--- src/rtl/mc_pkg.sv ---
// Shared types for the multi-cycle MIPS-subset control unit.
// Covers the FSM states, the opcode map, the mux encodings and the Moore control decode.
package mc_pkg;

    typedef enum logic [3:0] {
        IDLE, FETCH, DECODE, REXEC, RWB, MEMADR, MEMRD, MEMWB,
        MEMWR, BRANCH, IEXEC, IWB, JUMP, TRAP
    } state_t;

    localparam logic [5:0] OP_RTYPE = 6'h00;
    localparam logic [5:0] OP_LW    = 6'h23;
    localparam logic [5:0] OP_SW    = 6'h2B;
    localparam logic [5:0] OP_BEQ   = 6'h04;
    localparam logic [5:0] OP_BNE   = 6'h05;
    localparam logic [5:0] OP_ADDI  = 6'h08;
    localparam logic [5:0] OP_ANDI  = 6'h0C;
    localparam logic [5:0] OP_ORI   = 6'h0D;
    localparam logic [5:0] OP_J     = 6'h02;

    localparam logic [1:0] ALUOP_ADD   = 2'b00;
    localparam logic [1:0] ALUOP_SUB   = 2'b01;
    localparam logic [1:0] ALUOP_FUNCT = 2'b10;
    localparam logic [1:0] ALUOP_OR    = 2'b11;

    localparam logic [1:0] SRCB_RT      = 2'b00;
    localparam logic [1:0] SRCB_FOUR    = 2'b01;
    localparam logic [1:0] SRCB_IMM     = 2'b10;
    localparam logic [1:0] SRCB_IMM_SH2 = 2'b11;

    localparam logic [1:0] PCSRC_ALU    = 2'b00;
    localparam logic [1:0] PCSRC_ALUOUT = 2'b01;
    localparam logic [1:0] PCSRC_JUMP   = 2'b10;

    typedef struct packed {
        logic       pc_write;
        logic       pc_write_cond;
        logic       branch_ne;
        logic       i_or_d;
        logic       mem_read;
        logic       mem_write;
        logic       mem_to_reg;
        logic       reg_dst;
        logic       reg_write;
        logic       alu_src_a;
        logic [1:0] alu_src_b;
        logic [1:0] alu_op;
        logic       alu_imm_and;
        logic       ext_op;
        logic [1:0] pc_source;
    } ctrl_t;

    // Moore outputs of a state; opcode only refines BRANCH and IEXEC.
    function automatic ctrl_t ctrl_for(state_t s, logic [5:0] op);
        ctrl_t c;
        c = '0;
        case (s)
            FETCH: begin
                c.mem_read  = 1'b1;
                c.alu_src_b = SRCB_FOUR;
                c.alu_op    = ALUOP_ADD;
                c.pc_source = PCSRC_ALU;
            end
            DECODE: begin
                c.alu_src_b = SRCB_IMM_SH2;
                c.ext_op    = 1'b1;
            end
            REXEC: begin
                c.alu_src_a = 1'b1;
                c.alu_src_b = SRCB_RT;
                c.alu_op    = ALUOP_FUNCT;
            end
            RWB: begin
                c.reg_dst   = 1'b1;
                c.reg_write = 1'b1;
            end
            MEMADR: begin
                c.alu_src_a = 1'b1;
                c.alu_src_b = SRCB_IMM;
                c.ext_op    = 1'b1;
            end
            MEMRD: begin
                c.i_or_d   = 1'b1;
                c.mem_read = 1'b1;
            end
            MEMWB: begin
                c.mem_to_reg = 1'b1;
                c.reg_write  = 1'b1;
            end
            MEMWR: begin
                c.i_or_d    = 1'b1;
                c.mem_write = 1'b1;
            end
            BRANCH: begin
                c.alu_src_a     = 1'b1;
                c.alu_src_b     = SRCB_RT;
                c.alu_op        = ALUOP_SUB;
                c.pc_write_cond = 1'b1;
                c.pc_source     = PCSRC_ALUOUT;
                c.branch_ne     = (op == OP_BNE);
            end
            IEXEC: begin
                c.alu_src_a = 1'b1;
                c.alu_src_b = SRCB_IMM;
                if (op == OP_ANDI) begin
                    c.alu_op      = ALUOP_OR;
                    c.alu_imm_and = 1'b1;
                end else if (op == OP_ORI) begin
                    c.alu_op = ALUOP_OR;
                end else begin
                    c.alu_op = ALUOP_ADD;
                    c.ext_op = 1'b1;
                end
            end
            IWB: c.reg_write = 1'b1;
            JUMP: begin
                c.pc_write  = 1'b1;
                c.pc_source = PCSRC_JUMP;
            end
            default: c = '0;
        endcase
        return c;
    endfunction

endpackage

--- src/rtl/multicycle_control_if.sv ---
// Control-unit bundle between the multi-cycle FSM (master) and the datapath (slave).
interface multicycle_control_if #(parameter int RETIRE_W = 32);

    logic [5:0]          Opcode;
    logic                Zero;
    logic                MemReady;
    logic                PCWrite;
    logic                PCWriteCond;
    logic                BranchNe;
    logic                IorD;
    logic                MemRead;
    logic                MemWrite;
    logic                IRWrite;
    logic                MemtoReg;
    logic                RegDst;
    logic                RegWrite;
    logic                ALUSrcA;
    logic [1:0]          ALUSrcB;
    logic [1:0]          ALUOp;
    logic                AluImmAnd;
    logic                ExtOp;
    logic [1:0]          PCSource;
    logic                Illegal;
    logic                Timeout;
    logic [RETIRE_W-1:0] Retired;

    modport master (
        input  Opcode, Zero, MemReady,
        output PCWrite, PCWriteCond, BranchNe, IorD, MemRead, MemWrite, IRWrite,
               MemtoReg, RegDst, RegWrite, ALUSrcA, ALUSrcB, ALUOp, AluImmAnd,
               ExtOp, PCSource, Illegal, Timeout, Retired
    );

    modport slave (
        output Opcode, Zero, MemReady,
        input  PCWrite, PCWriteCond, BranchNe, IorD, MemRead, MemWrite, IRWrite,
               MemtoReg, RegDst, RegWrite, ALUSrcA, ALUSrcB, ALUOp, AluImmAnd,
               ExtOp, PCSource, Illegal, Timeout, Retired
    );

endinterface

--- src/rtl/mc_wait_timer.sv ---
// Counts stalled cycles of a memory state; expired marks the last cycle allowed before a trap.
module mc_wait_timer #(
    parameter int TIMEOUT = 16
) (
    input  logic Clk,
    input  logic Reset,
    input  logic clear,
    input  logic enable,
    output logic expired
);

    localparam int CW = (TIMEOUT > 1) ? $clog2(TIMEOUT) : 1;

    logic [CW-1:0] count;

    assign expired = (count == CW'(TIMEOUT - 1));

    always_ff @(posedge Clk or negedge Reset) begin
        if (!Reset) begin
            count <= '0;
        end else if (clear) begin
            count <= '0;
        end else if (enable && !expired) begin
            count <= count + 1'b1;
        end
    end

endmodule

--- src/rtl/multicycle_control.sv ---
// Main control FSM for the multi-cycle MIPS-subset datapath.
// Moore controls are registered from the next state; only IRWrite/PCWrite in FETCH follow MemReady.
module multicycle_control
    import mc_pkg::*;
#(
    parameter int TIMEOUT  = 16,
    parameter int RETIRE_W = 32
) (
    input  logic                 Clk,
    input  logic                 Reset,
    multicycle_control_if.master bus
);

    state_t              state;
    state_t              state_next;
    ctrl_t               ctrl;
    logic [RETIRE_W-1:0] retired;
    logic                illegal;
    logic                timed_out;
    logic                in_mem_state;
    logic                wait_expired;
    logic                retire_now;
    logic                fetch_done;

    assign in_mem_state = (state == FETCH) || (state == MEMRD) || (state == MEMWR);
    assign retire_now   = (state_next == FETCH) &&
                          (state inside {RWB, MEMWB, MEMWR, BRANCH, IWB, JUMP});

    mc_wait_timer #(.TIMEOUT(TIMEOUT)) wait_timer (
        .Clk     (Clk),
        .Reset   (Reset),
        .clear   (state_next != state),
        .enable  (in_mem_state && !bus.MemReady),
        .expired (wait_expired)
    );

    always_comb begin
        state_next = state;
        case (state)
            IDLE:   state_next = FETCH;
            FETCH:  if (bus.MemReady) state_next = DECODE;
                    else if (wait_expired) state_next = TRAP;
            DECODE: begin
                case (bus.Opcode)
                    OP_RTYPE:                 state_next = REXEC;
                    OP_LW, OP_SW:             state_next = MEMADR;
                    OP_BEQ, OP_BNE:           state_next = BRANCH;
                    OP_ADDI, OP_ANDI, OP_ORI: state_next = IEXEC;
                    OP_J:                     state_next = JUMP;
                    default:                  state_next = TRAP;
                endcase
            end
            REXEC:  state_next = RWB;
            RWB:    state_next = FETCH;
            MEMADR: state_next = (bus.Opcode == OP_LW) ? MEMRD : MEMWR;
            MEMRD:  if (bus.MemReady) state_next = MEMWB;
                    else if (wait_expired) state_next = TRAP;
            MEMWB:  state_next = FETCH;
            MEMWR:  if (bus.MemReady) state_next = FETCH;
                    else if (wait_expired) state_next = TRAP;
            BRANCH: state_next = FETCH;
            IEXEC:  state_next = IWB;
            IWB:    state_next = FETCH;
            JUMP:   state_next = FETCH;
            TRAP:   state_next = TRAP;
            default: state_next = IDLE;
        endcase
    end

    // Async reset clears the registered controls too, so no enable survives Reset falling.
    always_ff @(posedge Clk or negedge Reset) begin
        if (!Reset) begin
            state     <= IDLE;
            ctrl      <= '0;
            illegal   <= 1'b0;
            timed_out <= 1'b0;
            retired   <= '0;
        end else begin
            state <= state_next;
            ctrl  <= ctrl_for(state_next, bus.Opcode);
            if (state == DECODE && state_next == TRAP) begin
                illegal <= 1'b1;
            end
            if (in_mem_state && state_next == TRAP) begin
                timed_out <= 1'b1;
            end
            if (retire_now) begin
                retired <= retired + 1'b1;
            end
        end
    end

    assign fetch_done = (state == FETCH) && bus.MemReady;

    assign bus.PCWrite     = ctrl.pc_write | fetch_done;
    assign bus.IRWrite     = fetch_done;
    assign bus.PCWriteCond = ctrl.pc_write_cond;
    assign bus.BranchNe    = ctrl.branch_ne;
    assign bus.IorD        = ctrl.i_or_d;
    assign bus.MemRead     = ctrl.mem_read;
    assign bus.MemWrite    = ctrl.mem_write;
    assign bus.MemtoReg    = ctrl.mem_to_reg;
    assign bus.RegDst      = ctrl.reg_dst;
    assign bus.RegWrite    = ctrl.reg_write;
    assign bus.ALUSrcA     = ctrl.alu_src_a;
    assign bus.ALUSrcB     = ctrl.alu_src_b;
    assign bus.ALUOp       = ctrl.alu_op;
    assign bus.AluImmAnd   = ctrl.alu_imm_and;
    assign bus.ExtOp       = ctrl.ext_op;
    assign bus.PCSource    = ctrl.pc_source;
    assign bus.Illegal     = illegal;
    assign bus.Timeout     = timed_out;
    assign bus.Retired     = retired;

endmodule

--- src/flat_wrapper.sv ---
// flat-port wrapper written by rule: the top's interface ports become plain ports
module multicycle_control_flat import mc_pkg::*;
#(
    parameter int TIMEOUT  = 16,
    parameter int RETIRE_W = 32
)
  (Clk, Reset, bus_Opcode, bus_Zero, bus_MemReady, bus_PCWrite, bus_PCWriteCond, bus_BranchNe, bus_IorD, bus_MemRead, bus_MemWrite, bus_IRWrite, bus_MemtoReg, bus_RegDst, bus_RegWrite, bus_ALUSrcA, bus_ALUSrcB, bus_ALUOp, bus_AluImmAnd, bus_ExtOp, bus_PCSource, bus_Illegal, bus_Timeout, bus_Retired);
  multicycle_control_if #(.RETIRE_W(RETIRE_W)) bus_i ();
  input  logic Clk;
  input  logic Reset;
  input wire logic [$bits(bus_i.Opcode)-1:0] bus_Opcode;
  input wire logic [$bits(bus_i.Zero)-1:0] bus_Zero;
  input wire logic [$bits(bus_i.MemReady)-1:0] bus_MemReady;
  output wire logic [$bits(bus_i.PCWrite)-1:0] bus_PCWrite;
  output wire logic [$bits(bus_i.PCWriteCond)-1:0] bus_PCWriteCond;
  output wire logic [$bits(bus_i.BranchNe)-1:0] bus_BranchNe;
  output wire logic [$bits(bus_i.IorD)-1:0] bus_IorD;
  output wire logic [$bits(bus_i.MemRead)-1:0] bus_MemRead;
  output wire logic [$bits(bus_i.MemWrite)-1:0] bus_MemWrite;
  output wire logic [$bits(bus_i.IRWrite)-1:0] bus_IRWrite;
  output wire logic [$bits(bus_i.MemtoReg)-1:0] bus_MemtoReg;
  output wire logic [$bits(bus_i.RegDst)-1:0] bus_RegDst;
  output wire logic [$bits(bus_i.RegWrite)-1:0] bus_RegWrite;
  output wire logic [$bits(bus_i.ALUSrcA)-1:0] bus_ALUSrcA;
  output wire logic [$bits(bus_i.ALUSrcB)-1:0] bus_ALUSrcB;
  output wire logic [$bits(bus_i.ALUOp)-1:0] bus_ALUOp;
  output wire logic [$bits(bus_i.AluImmAnd)-1:0] bus_AluImmAnd;
  output wire logic [$bits(bus_i.ExtOp)-1:0] bus_ExtOp;
  output wire logic [$bits(bus_i.PCSource)-1:0] bus_PCSource;
  output wire logic [$bits(bus_i.Illegal)-1:0] bus_Illegal;
  output wire logic [$bits(bus_i.Timeout)-1:0] bus_Timeout;
  output wire logic [$bits(bus_i.Retired)-1:0] bus_Retired;
  assign bus_i.Opcode = bus_Opcode;
  assign bus_i.Zero = bus_Zero;
  assign bus_i.MemReady = bus_MemReady;
  assign bus_PCWrite = bus_i.PCWrite;
  assign bus_PCWriteCond = bus_i.PCWriteCond;
  assign bus_BranchNe = bus_i.BranchNe;
  assign bus_IorD = bus_i.IorD;
  assign bus_MemRead = bus_i.MemRead;
  assign bus_MemWrite = bus_i.MemWrite;
  assign bus_IRWrite = bus_i.IRWrite;
  assign bus_MemtoReg = bus_i.MemtoReg;
  assign bus_RegDst = bus_i.RegDst;
  assign bus_RegWrite = bus_i.RegWrite;
  assign bus_ALUSrcA = bus_i.ALUSrcA;
  assign bus_ALUSrcB = bus_i.ALUSrcB;
  assign bus_ALUOp = bus_i.ALUOp;
  assign bus_AluImmAnd = bus_i.AluImmAnd;
  assign bus_ExtOp = bus_i.ExtOp;
  assign bus_PCSource = bus_i.PCSource;
  assign bus_Illegal = bus_i.Illegal;
  assign bus_Timeout = bus_i.Timeout;
  assign bus_Retired = bus_i.Retired;
  multicycle_control #(.TIMEOUT(TIMEOUT), .RETIRE_W(RETIRE_W)) u_core (.Clk(Clk), .Reset(Reset), .bus(bus_i));
endmodule
--- config.mk ---
export PLATFORM = sky130hd
export DESIGN_NAME = multicycle_control_flat
export DESIGN_NICKNAME = d
export VERILOG_FILES = /design/src/rtl/mc_pkg.sv /design/src/rtl/multicycle_control_if.sv /design/src/rtl/mc_wait_timer.sv /design/src/rtl/multicycle_control.sv /design/src/flat_wrapper.sv
export SDC_FILE = /design/constraint.sdc
export NUM_CORES = 1
export LEC_CHECK = 0
export ABC_AREA = 1
export CORE_UTILIZATION = 29
export CTS_BUF_LIST = sky130_fd_sc_hd__clkbuf_8
export CTS_CLUSTER_SIZE = 30
export DETAILED_ROUTE_END_ITERATION = 12
export GPL_TIMING_DRIVEN = 0
export MAX_ROUTING_LAYER = met4
export PLACE_DENSITY_LB_ADDON = 0.12
export SLEW_MARGIN = 20
export SYNTH_ARGS = -nofsm -noshare
export SYNTH_HDL_FRONTEND = slang
export SYNTH_HIERARCHICAL = 1
export SYNTH_SLANG_ARGS = --single-unit
--- constraint.sdc ---
create_clock -name Clk -period 3.2 [get_ports Clk]
set_clock_uncertainty 0.15 [all_clocks]
set_input_delay 0.64 -clock Clk [delete_from_list [all_inputs] [get_ports Clk]]
set_output_delay 0.64 -clock Clk [all_outputs]
set_load 0.1 [all_outputs]
==> metrics.csv <==
stage;metric;value;unit
run_status;status;finished clean;
pwr;irDropWorstVdd;0.000440;V
logic_synthesis;ys_seq_area_frac;0.394;
timing;finalSetupViolCount;0;
setup_path;critical_path.startpoint_type;input pin;
timing;drv_slew;0;
final_layout;synthToLayoutAreaGrowth;27.4;%
drt;ant_nets;0;
pwr;p_total;3.89;mW
setup_path;crit_path_end_kind;output pin;
timing;min_period_over_period;0.969;
global_route;overflow;0;
drt;dr.pass1.iters;4;
drt;route.detailed.drc;0;
floorplanning;die_x;117;um
final_layout;drive_above_1_share;0.107;
floorplanning;start_util;0.299;
logic_synthesis;netlist_area;3810;um2
clock_network;clkTransAtPathRegs;0.07;ns
floorplanning;core_area;12700;um2
clock_network;cts_buffers;9;
clock_network;worstSkewPairLatency;0.36;ns
timing;clock.fmax;322;MHz
setup_path;critical_path.max_fanout;10;
placement;hpwl;8150;um
drt;viasPerCell;4.66;
worst_hold_path;hold_class;flop to flop;
setup_path;r2r_setup_slack;0.78;ns
timing;rsz0062_at_grt;no;
pwr;leakage;2.36;nW
logic_synthesis;syn-mean-instance-area;7.21;um2
drt;initialDrtViolationCount;193;
logic_synthesis;ys_warn_count;6;
floorplanning;pin_count;63;
clock_network;cts.sinks;60;
floorplanning;num_rows;41;
logic_synthesis;syn_inst;528;
floorplanning;die_area;13600;um2
clock_network;cts.htree.levels;3;
timing;tightest_slew;0.984;ns
timing;hold_viol;0;
global_route;grt_first_pass_wirelength;17600;um
logic_synthesis;synth-seq-cells;60;
placement;port_buffers;61;
floorplanning;die_y;117;um
drt;drt-total-wl;10600;um
clock_network;clockBufferDepth;2;
setup_path;criticalPathCategory;input pin to output pin;
global_route;grt_pass1_vias;3527;
global_route;grt_max_degree;47;
final_layout;n_antenna_cell;0;
timing;setup_slack;0.0978;ns
placement;place_ws;-0.514;ns
pwr;cellPowerDensity;803;nW/um2
logic_synthesis;synthDistinctLibCells;32;
drt;vias;3633;
placement;dp.cells;762;
final_layout;layout.nets;614;
final_layout;layout_common_cells;nand2_1, nor2_1, dfrtp_1, clkdlybuf4s50_1, nand4_1;
final_layout;final_common_cell;nand2_1;
drt;wl_per_cell;13.7;um
timing;fin_setup_tns;0;ns
setup_path;critPathArrivalTime;2.31;ns
final_layout;fin_area;4850;um2
timing;period_minus_slack;3.10;ns
clock_network;root_buffer;clkbuf_8;
setup_path;cp.required;2.41;ns
final_layout;fin_util;0.381;
global_route;grt_usage;0.177;
timing;whs;0.316;ns
placement;place_area;4660;um2
global_route;antenna_found_initial;0;
timing;max_slew_margin;0.342;
clock_network;cts_tree;yes;
logic_synthesis;synth_fp_nets;540;
clock_network;post-cts-setup-buffers;0;
final_layout;stdcell_count;779;
run;drv_cap;0;
placement;gp_congestion;0.874;
==> worst max-delay path, cell delays in order <==
cell and delay, ns:
clkdlybuf4s50_1 0.47, clkinv_1 0.28, nor2_2 0.26, or2_2 0.13
clkdlybuf4s18_2 0.52
==> per-layer routing <==
layer  wire length, um  up-vias  share of wire  global-route usage
met5                 0        -              0                   -
li1                  -     1851              -                   -
met1              4810     1696           0.45               0.209
met4               120        0          0.011              0.0506
met2              5310       80           0.50               0.294
met3               411        6          0.039              0.0467
==> cells in the mapped netlist (all sizes together) <==
library cell	number	area share
nand3	27	0.041
nand2	194	0.20
nor2	73	0.090
dfrtp	60	0.39
or2	1	0.0016
clkbuf	4	0.0039
nand3b	7	0.017
nor3	15	0.020
a21oi	4	0.0062
clkinv	2	0.0020
a21boi	1	0.0020
xor2	18	0.041
buf	16	0.031
ha	2	0.0066
inv	43	0.042
o21ai	6	0.0079
a211oi	1	0.0033
xnor2	7	0.016
o211ai	1	0.0020
nand4	46	0.076
==> flip-flops by register name (all words and copies together), names as in the netlist, 2 cells and up <==
signal and cells:
u_core/bus.ALUOp 2, u_core/bus.ALUSrcB 2, u_core/bus.PCSource 2, u_core/bus.Retired 32
u_core/state 4, u_core/wait_timer/count 4
==> where the power goes <==
part           total, mW  internal, mW  switching [mW]
registers          0.950         0.870          0.0801
clock network      0.625         0.298           0.327
logic               2.32         0.582            1.74
==> final timing paths <==
path,startpoint,endpoint,cells past startpoint
setup / recovery,bus_MemReady,bus_PCWrite,5
hold / removal,u_core/bus.Timeout,u_core/bus.Timeout,2
setup reg to reg,u_core/wait_timer/count[0],u_core/wait_timer/count[3],15
hold reg to reg,u_core/bus.Timeout,u_core/bus.Timeout,2
max in group asynchronous,Reset,u_core/wait_timer/count[1],3
min in group asynchronous,Reset,u_core/bus.Retired[1],2
==> what timing repair did <==
| action | in CTS | in global routing |
|---|---|---|
| endpoints found under the hold margin | 14 | 0 |
| resized for setup | 6 | 1 |
| endpoints found under the setup margin | 2 | 1 |
| hold buffers | 1 | 0 |
==> cell families after synthesis <==
kind of cell / Yosys count / share of synthesized area
AO/OA/AOI/OAI: 13 / 0.0214
AND/OR/NAND/NOR: 363 / 0.441
buffers and inverters: 65 / 0.0789
adder cells (fa/ha/maj): 2 / 0.00657
flip-flops: 60 / 0.394
XOR/XNOR: 25 / 0.0575
==> area by class of cell <==
type,count,area [um2]
fillers,1399,7870
multi-input cells,403,2010
flip-flops and latches,60,1500
repair buffers,63,647
well taps,172,215
inverters,45,169
clock buffers,10,138
plain buffers,20,131
clock inverters,6,40.0
Note: power is estimated with default switching activity, not from simulation.
